**config.mk**
```make
export PLATFORM = sky130hd
export DESIGN_NAME = bp_reg_initiator_flat
export DESIGN_NICKNAME = d
export VERILOG_FILES = /design/src/rtl/bp_reg_initiator_if.sv /design/src/rtl/bp_reg_initiator.sv /design/src/flat_wrapper.sv
export SDC_FILE = /design/constraint.sdc
export NUM_CORES = 1
export LEC_CHECK = 0
export ABC_AREA = 0
export CAP_MARGIN = 20
export CORE_MARGIN = 2
export CORE_UTILIZATION = 35
export CTS_CLUSTER_SIZE = 30
export DETAILED_ROUTE_END_ITERATION = 12
export GPL_TIMING_DRIVEN = 0
export HOLD_SLACK_MARGIN = 0.15
export PLACE_DENSITY = 0.62
export SYNTH_ARGS = -nofsm -noshare
export SYNTH_HDL_FRONTEND = slang
export SYNTH_SLANG_ARGS = --single-unit
```
**constraint.sdc**
```tcl
create_clock -name i_clk -period 2 [get_ports i_clk]
set_clock_uncertainty 0.05 [all_clocks]
set_input_delay 0.2 -clock i_clk [delete_from_list [all_inputs] [get_ports i_clk]]
set_output_delay 0.2 -clock i_clk [all_outputs]
set_load 0.05 [all_outputs]
```
**src/rtl/bp_reg_initiator_if.sv**
```systemverilog
// BytePipe register-initiator bus: request, response and both BytePipe byte streams.
// The initiator uses the slave modport; whatever drives it uses master.
interface bp_reg_initiator_if;
   logic       i_req_valid;
   logic       o_req_ready;
   logic       i_req_wr;
   logic [6:0] i_req_addr;
   logic [7:0] i_req_data;
   logic       o_rsp_valid;
   logic       i_rsp_ready;
   logic [7:0] o_rsp_data;
   logic       o_rsp_timeout;
   logic [7:0] o_bp_data;
   logic       o_bp_valid;
   logic       i_bp_ready;
   logic [7:0] i_bp_data;
   logic       i_bp_valid;
   logic       o_bp_ready;

   modport slave (
      input  i_req_valid, i_req_wr, i_req_addr, i_req_data, i_rsp_ready,
             i_bp_ready, i_bp_data, i_bp_valid,
      output o_req_ready, o_rsp_valid, o_rsp_data, o_rsp_timeout,
             o_bp_data, o_bp_valid, o_bp_ready
   );

   modport master (
      output i_req_valid, i_req_wr, i_req_addr, i_req_data, i_rsp_ready,
             i_bp_ready, i_bp_data, i_bp_valid,
      input  o_req_ready, o_rsp_valid, o_rsp_data, o_rsp_timeout,
             o_bp_data, o_bp_valid, o_bp_ready
   );
endinterface

```
**src/rtl/bp_reg_initiator.sv**
```systemverilog
// BytePipe register-access initiator: sends a command (and data) byte for each
// request, then returns the single response byte or a timeout indication.
module bp_reg_initiator #(
   parameter int unsigned TIMEOUT_CYCLES = 255
) (
   input  logic              i_clk,
   input  logic              i_rst,
   input  logic              i_cg,
   bp_reg_initiator_if.slave bus
);
   localparam int unsigned      CNT_W    = (TIMEOUT_CYCLES == 0) ? 1 : $clog2(TIMEOUT_CYCLES + 1);
   localparam logic [CNT_W-1:0] CNT_LAST = CNT_W'((TIMEOUT_CYCLES == 0) ? 0 : TIMEOUT_CYCLES - 1);

   typedef enum logic [2:0] {
      ST_IDLE,
      ST_CMD,
      ST_DATA,
      ST_WAIT,
      ST_RSP
   } state_e;

   state_e           state_q, state_d;
   logic [CNT_W-1:0] cnt_q, cnt_d;
   logic             wr_q, wr_d;
   logic [7:0]       wdata_q, wdata_d;
   logic [7:0]       bp_data_q, bp_data_d;
   logic [7:0]       rsp_data_q, rsp_data_d;
   logic             rsp_timeout_q, rsp_timeout_d;
   logic             req_ready, rsp_valid, bp_valid, bp_ready;

   // Clock gate freezes every flop; reset still applies while gated.
   always_ff @(posedge i_clk) begin
      if (i_rst) begin
         state_q       <= ST_IDLE;
         cnt_q         <= '0;
         wr_q          <= 1'b0;
         wdata_q       <= '0;
         bp_data_q     <= '0;
         rsp_data_q    <= '0;
         rsp_timeout_q <= 1'b0;
      end else if (i_cg) begin
         state_q       <= state_d;
         cnt_q         <= cnt_d;
         wr_q          <= wr_d;
         wdata_q       <= wdata_d;
         bp_data_q     <= bp_data_d;
         rsp_data_q    <= rsp_data_d;
         rsp_timeout_q <= rsp_timeout_d;
      end
   end

   always_comb begin
      state_d       = state_q;
      cnt_d         = cnt_q;
      wr_d          = wr_q;
      wdata_d       = wdata_q;
      bp_data_d     = bp_data_q;
      rsp_data_d    = rsp_data_q;
      rsp_timeout_d = rsp_timeout_q;
      req_ready     = 1'b0;
      rsp_valid     = 1'b0;
      bp_valid      = 1'b0;
      bp_ready      = 1'b0;
      unique case (state_q)
         ST_IDLE: begin
            req_ready = 1'b1;
            bp_ready  = 1'b1;
            if (bus.i_req_valid) begin
               wr_d      = bus.i_req_wr;
               wdata_d   = bus.i_req_data;
               bp_data_d = {bus.i_req_wr, bus.i_req_addr};
               state_d   = ST_CMD;
            end
         end
         ST_CMD: begin
            bp_valid = 1'b1;
            if (bus.i_bp_ready) begin
               if (wr_q) begin
                  bp_data_d = wdata_q;
                  state_d   = ST_DATA;
               end else begin
                  cnt_d   = '0;
                  state_d = ST_WAIT;
               end
            end
         end
         ST_DATA: begin
            bp_valid = 1'b1;
            if (bus.i_bp_ready) begin
               cnt_d   = '0;
               state_d = ST_WAIT;
            end
         end
         ST_WAIT: begin
            bp_ready = 1'b1;
            // A response byte takes priority over a timeout in the same cycle.
            if (bus.i_bp_valid) begin
               rsp_data_d    = bus.i_bp_data;
               rsp_timeout_d = 1'b0;
               state_d       = ST_RSP;
            end else if ((TIMEOUT_CYCLES != 0) && (cnt_q == CNT_LAST)) begin
               rsp_data_d    = '0;
               rsp_timeout_d = 1'b1;
               state_d       = ST_RSP;
            end else if (cnt_q != '1) begin
               cnt_d = cnt_q + 1'b1;
            end
         end
         ST_RSP: begin
            rsp_valid = 1'b1;
            if (bus.i_rsp_ready) begin
               state_d = ST_IDLE;
            end
         end
         default: state_d = ST_IDLE;
      endcase
   end

   assign bus.o_req_ready   = req_ready;
   assign bus.o_rsp_valid   = rsp_valid;
   assign bus.o_rsp_data    = rsp_data_q;
   assign bus.o_rsp_timeout = rsp_timeout_q;
   assign bus.o_bp_data     = bp_data_q;
   assign bus.o_bp_valid    = bp_valid;
   assign bus.o_bp_ready    = bp_ready;
endmodule
```
**src/flat_wrapper.sv**
```systemverilog
// flat-port wrapper written by rule: the top's interface ports become plain ports
module bp_reg_initiator_flat 
#(
   parameter int unsigned TIMEOUT_CYCLES = 255
)
  (i_clk, i_rst, i_cg, bus_i_req_valid, bus_i_req_wr, bus_i_req_addr, bus_i_req_data, bus_i_rsp_ready, bus_i_bp_ready, bus_i_bp_data, bus_i_bp_valid, bus_o_req_ready, bus_o_rsp_valid, bus_o_rsp_data, bus_o_rsp_timeout, bus_o_bp_data, bus_o_bp_valid, bus_o_bp_ready);
  bp_reg_initiator_if bus_i ();
  input  logic i_clk;
  input  logic i_rst;
  input  logic i_cg;
  input wire logic [$bits(bus_i.i_req_valid)-1:0] bus_i_req_valid;
  input wire logic [$bits(bus_i.i_req_wr)-1:0] bus_i_req_wr;
  input wire logic [$bits(bus_i.i_req_addr)-1:0] bus_i_req_addr;
  input wire logic [$bits(bus_i.i_req_data)-1:0] bus_i_req_data;
  input wire logic [$bits(bus_i.i_rsp_ready)-1:0] bus_i_rsp_ready;
  input wire logic [$bits(bus_i.i_bp_ready)-1:0] bus_i_bp_ready;
  input wire logic [$bits(bus_i.i_bp_data)-1:0] bus_i_bp_data;
  input wire logic [$bits(bus_i.i_bp_valid)-1:0] bus_i_bp_valid;
  output wire logic [$bits(bus_i.o_req_ready)-1:0] bus_o_req_ready;
  output wire logic [$bits(bus_i.o_rsp_valid)-1:0] bus_o_rsp_valid;
  output wire logic [$bits(bus_i.o_rsp_data)-1:0] bus_o_rsp_data;
  output wire logic [$bits(bus_i.o_rsp_timeout)-1:0] bus_o_rsp_timeout;
  output wire logic [$bits(bus_i.o_bp_data)-1:0] bus_o_bp_data;
  output wire logic [$bits(bus_i.o_bp_valid)-1:0] bus_o_bp_valid;
  output wire logic [$bits(bus_i.o_bp_ready)-1:0] bus_o_bp_ready;
  assign bus_i.i_req_valid = bus_i_req_valid;
  assign bus_i.i_req_wr = bus_i_req_wr;
  assign bus_i.i_req_addr = bus_i_req_addr;
  assign bus_i.i_req_data = bus_i_req_data;
  assign bus_i.i_rsp_ready = bus_i_rsp_ready;
  assign bus_i.i_bp_ready = bus_i_bp_ready;
  assign bus_i.i_bp_data = bus_i_bp_data;
  assign bus_i.i_bp_valid = bus_i_bp_valid;
  assign bus_o_req_ready = bus_i.o_req_ready;
  assign bus_o_rsp_valid = bus_i.o_rsp_valid;
  assign bus_o_rsp_data = bus_i.o_rsp_data;
  assign bus_o_rsp_timeout = bus_i.o_rsp_timeout;
  assign bus_o_bp_data = bus_i.o_bp_data;
  assign bus_o_bp_valid = bus_i.o_bp_valid;
  assign bus_o_bp_ready = bus_i.o_bp_ready;
  bp_reg_initiator #(.TIMEOUT_CYCLES(TIMEOUT_CYCLES)) u_core (.i_clk(i_clk), .i_rst(i_rst), .i_cg(i_cg), .bus(bus_i));
endmodule
```
After elaboration in Yosys (flattened, before gate mapping)

Cells that the tools add are included.

Register bits after elaboration: 37
Memories: 0
Word-level logic and storage cells: 62
Input port bits: 31
Output and inout bits: 21
Memory bits (read-only): 0
Bits in latches: 0
RAM bits: 0

Order comparisons: 0
Shift operators: 0
Multiplexer cells: 27
Divide/modulo/power cells: 0
Bitwise logic cells: 0
Add/subtract/negate cells: 1
Reduce and logical (&&, ||, !) cells: 11
Eq/ne operators: 16
Multiply operators: 0

Operators by type and width:

| kind                  | number |
|---|---|
| $mux W8               | 11 |
| $pmux W8 S3           | 1 |
| $mux W3               | 6 |
| $pmux W8 S2           | 1 |
| $pmux W3 S5           | 1 |
| $ne A2 B2 Y1 const B  | 7 |
| $add A8 B1 Y8 const B | 1 |
| $eq A8 B8 Y1 const B  | 1 |
| $ne A8 B8 Y1 const B  | 1 |
| $reduce_and A8 Y1     | 1 |
| $mux W1               | 7 |
| $eq A3 B2 Y1 const B  | 2 |
| $reduce_and A3 Y1     | 2 |
| $reduce_and A6 Y1     | 1 |
| $reduce_and A5 Y1     | 1 |
| $ne A2 B1 Y1 const B  | 2 |
| $reduce_bool A2 Y1    | 2 |
| $reduce_or A2 Y1      | 2 |
| $eq A3 B1 Y1 const B  | 1 |
| $eq A3 B3 Y1 const B  | 1 |
| $logic_not A3 Y1      | 1 |
| $ne A3 B2 Y1 const B  | 1 |
| $reduce_bool A3 Y1    | 1 |

Depth between registers and ports, before layout

Depth after elaboration: 5
Mapped depth: 7
Gate-level depth less buffers: 6

Worst setup path after synthesis

Ideal clock, no wire load.

Path kind: reg2reg
Start: register u_core.state_q[0]
End: register u_core.wdata_q[0]
Data required time: 1822 ps
Setup time: 128 ps
Stages on the path, launching flop included: 8
Buffers on the path: 3
Arrival time: 2483 ps
Setup slack: -661 ps
Period minus slack after synthesis: 2661 ps
Path through: dfxtp_1 buf_4 clkbuf_1 nor3_1 and3_1 buf_2 mux2i_1 nor2_1

Word-level cells in the longest chain between the ends: 2

Ends and longest elaborated chain:

| item                        | line                   | text |
|---|---|---|
| start, declared             | bp_reg_initiator.sv:22 | `state_e state_q, state_d;` |
| start signal, assigned      | bp_reg_initiator.sv:42 | `state_q <= state_d;` |
| $logic_not A3 Y1            | bp_reg_initiator.sv:64 | `unique case (state_q)` |
| $reduce_and A3 Y1 (no line) | -                      |  |
| end signal, assigned        | bp_reg_initiator.sv:45 | `wdata_q <= wdata_d;` |
| end, declared               | bp_reg_initiator.sv:25 | `logic [7:0] wdata_q, wdata_d;` |

Every way passes these cells.
A chain may end at the register's enable or synchronous reset.

Worst setup path in the final report

Start: register u_core.cnt_q[0]
End: register u_core.cnt_q[7]

Word-level cells in the longest chain between the ends: 5
Elaborated cells on any way between the ends: 10
Those cells by class: add/sub: 1; eq/ne: 4; mux: 4; reduce/logical: 1

Ends and longest elaborated chain:

| item                   | line                    | text |
|---|---|---|
| start, declared        | bp_reg_initiator.sv:23  | `logic [CNT_W-1:0] cnt_q, cnt_d;` |
| start signal, assigned | bp_reg_initiator.sv:43  | `cnt_q <= cnt_d;` |
| $add A8 B1 Y8          | bp_reg_initiator.sv:106 | `cnt_d = cnt_q + 1'b1;` |
| $mux W8                | bp_reg_initiator.sv:105 | `end else if (cnt_q != '1) begin` |
| $mux W8                | bp_reg_initiator.sv:101 | `end else if ((TIMEOUT_CYCLES != 0) && (cnt_q == CNT_LAST)) begin` |
| $mux W8                | bp_reg_initiator.sv:97  | `if (bus.i_bp_valid) begin` |
| $pmux W8 S3            | bp_reg_initiator.sv:64  |  |

Several ways; a longest one is shown, not always the timed one. The select of a mux whose other input is x is not followed.

==> metrics.yaml <==
critical_path:
  worstSetupEndpointType: "register"
  r2r_start: "u_core.cnt_q[0]$_SDFFE_PP0P_"
  crit_arrival_ns: 2.16
  crit_path_start_kind: "register"
  required_ns: 2.15
  worstRegToRegCells: 6
  path_class: "register to register"
  rr_endpoint: "u_core.cnt_q[7]$_SDFFE_PP0P_"
  r2r_slack_ns: -0.004
  cp_max_fo: 7
floorplan:
  initial_core_util_pct: 35.8
  dieArea_sq_um: 5790
  design.core.area_sq_um: 5070
  chipHeight_um: 76.1
  std_cell_rows: 26
  dieWidth_um: 76.1
  ios: 52
hold_path:
  worstHoldStart: "i_rst"
  whs_endpoint: "u_core.cnt_q[4]$_SDFFE_PP0P_"
  min_path_cells: 4
  hp-class: "primary input to register"
sta:
  fin_ws_ns: -0.00408
  holdWs_ns: 0.177
  period_share_pct: 100
  finalHoldViolCount: 0
  maxSlewViolCount: 0
  fin_setup_tns_ns: -0.00408
  fmax_ghz: 0.499
  setup_violations: 1
  rsz0062_at_grt: "yes"
  slew_headroom_pct: 63.3
  worst_pin_slew_ns: 0.550
  period_minus_slack_ns: 2.00
global_route:
  antenna_found_initial: 0
  grt_overflow_total: 0
  track_usage_pct: 16.5
  first_global_vias: 1663
  grt_max_degree: 14
  grt_pass1_wl_mm: 7.78
placed_design:
  pre_cts_ws_ns: -0.402
  hpwl_mm: 3.15
  place_inst: 322
  gp_congestion: 0.771
  portBuffers: 50
detailed_routing:
  ant_nets: 0
  vias_per_cell: 5.21
  drt_pass1_iterations: 4
  dr_wl_met2_mm: 2.16
  routed-wl-met3_um: 257
  highest_layer: "met4"
  wl_mm: 4.70
  vias: 1750
  drt-initial-drc-count: 125
  post-route-drc-count: 0
  wl_per_cell_um: 14.0
  drt-met1-wl_mm: 2.24
synthesis:
  synthFlopType: "dfxtp_1"
  synthesis.area_sq_um: 1820
  synth_area_per_cell_sq_um: 9.01
  syn_inst: 202
  synthTopCellsByArea: "dfxtp_1 41%, mux2i_1 9.9%, nor2_1 5.0%"
  async_flop_share_pct: 0
  ys_types: 43
  yosys.area.top_type: "dfxtp_1"
  synth_most_common_cell: "dfxtp_1"
  synth_edf_count: 0
  synth_nets: 235
  seq_area_frac_synth_pct: 40.7
  yosysWarningCount: 0
  yosysTopAreaCellShare_pct: 40.7
  ys_ff_latch: 37
  netlist_top_cells_count: "37 x dfxtp_1, 24 x nor2_1, 18 x mux2i_1"
pwr:
  powerDensity_nw_per_um2: 610
  p_switching_mw: 0.494
  peakVddDrop_v: 0.000384
  pwr-share-clk_pct: 33.2
  p_sw_share_pct: 30.1
  seqPwrFrac_pct: 47.0
  p_total_mw: 1.64
  combinationalPowerShare_pct: 19.9
  intPower_mw: 1.15
  cellLeakagePower_nw: 0.978
status:
  violations: "setup timing"
  status: "complete, but fails checks"
cells_and_area:
  drive_gt1_share_pct: 19.2
  final_cells: 336
  antenna_cells: 0
  fin_nets: 298
  syn_to_final_growth_pct: 47.9
  fillers: 509
cts:
  clock_sinks: 37
  htree_levels: 2
  cts_tree: "built"
  root_buffer: "clkbuf_8"
  clk_pin_slew_ns: 0.08
  cts_buffer_depth: 2
  clk_latency_ns: 0.29
  cts_made_buffers: 5
flow_run:
  maxCapViolCount: 0
cells in the final DEF (no fill, tap or decap), drive strengths merged, types with 5 or more instances in the layout:
cell type      count
nor2              24
o41ai              6
buf               11
a21oi             14
o21ai             15
o311ai             6
clkdlybuf4s50     46
dfxtp             37
inv                5
a211oi             9
clkbuf            15
mux2i             18
nand2             14
what timing repair did:
action | CTS | global route
gates cloned | 0 | 0
endpoints found under the hold margin | 5 | 0
setup buffers | 5 | 1
gates resized for setup | 31 | 17
pin swaps | 8 | 2
hold buffers | 1 | 0
setup endpoints to repair | 14 | 16
kinds of logic after synthesis:
kind of cell | Yosys count | synth area share, %
AOI/OAI and AO/OA | 62 | 24.1
and+or+nand+nor | 61 | 16.9
DFF | 37 | 40.7
buffers and inverters | 21 | 6.46
muxes | 18 | 9.90
adders and majority gates | 2 | 1.38
xor gates and xnor gates | 1 | 0.482
worst max-delay path, stage by stage (launching register included):
cell,delay [ns]
dfxtp_4,0.39
inv_2,0.05
ha_4,0.15
o211a_1,0.22
a311o_2,0.35
or3_4,0.47
o41ai_2,0.22
flip-flops by register name, summed over array words and instances (netlist names):
register,count
u_core.state_q,3
u_core.bus.o_rsp_timeout,1
u_core.bus.o_bp_data,8
u_core.cnt_q,8
u_core.wdata_q,8
u_core.bus.o_rsp_data,8
u_core.wr_q,1
routing by layer:
| layer | vias up | track usage [%] |
|---|---|---|
| met5 | - | 0 |
| met4 | 0 | 4.91 |
| met3 | 4 | 4.86 |
| met2 | 40 | 26.4 |
| met1 | 834 | 21.6 |
| li1 | 872 | - |
stage by stage:
| stage | cell area (sq um) | util (%) |
|---|---|---|
| 2_1_floorplan | 1830 | - |
| 3_3_place_gp | 2420 | 47.7 |
| 4_1_cts | 2640 | 52.0 |
| 5_1_grt | 2690 | 53.0 |
| 3_5_place_dp | 2420 | 47.7 |
| 6_report | 2690 | 53.0 |
worst max path at each step:
stage                                   start                                    to  cells after the start
2_1_floorplan  u_core.state_q[1]$_SDFFE_PP0P_                       bus_o_rsp_valid                      3
3_3_place_gp                   bus_i_bp_ready  u_core.bus.o_bp_data[6]$_SDFFE_PP0P_                      6
3_5_place_dp                   bus_i_bp_ready  u_core.bus.o_bp_data[0]$_SDFFE_PP0P_                      6
4_1_cts          u_core.cnt_q[0]$_SDFFE_PP0P_          u_core.cnt_q[7]$_SDFFE_PP0P_                      7
5_1_grt          u_core.cnt_q[0]$_SDFFE_PP0P_          u_core.cnt_q[7]$_SDFFE_PP0P_                      6
6_report         u_core.cnt_q[0]$_SDFFE_PP0P_          u_core.cnt_q[7]$_SDFFE_PP0P_                      6
area by class of cell:
type | instances | area (sq um) | share of cell area [%]
Timing Repair Buffer | 57 | 566 | 21.0
Clock buffer | 5 | 68.8 | 2.56
Buffer | 15 | 98.8 | 3.67
Multi-Input combinational cell | 144 | 1080 | 40.3
Inverter | 5 | 18.8 | 0.697
Clock inverter | 3 | 22.5 | 0.837
Tap cell | 70 | 87.6 | 3.25
Sequential cell | 37 | 746 | 27.7
power groups by stage:
stage	Sequential (mW)	Clock, mW	Combinational, mW
2_1_floorplan	0.832	0	0.143
3_3_place_gp	0.790	0	0.312
4_1_cts	0.771	0.552	0.321
6_report	0.771	0.544	0.327
5_1_grt	0.775	0.594	0.350
3_5_place_dp	0.789	0	0.313
Power figures use the tool's default switching activity.
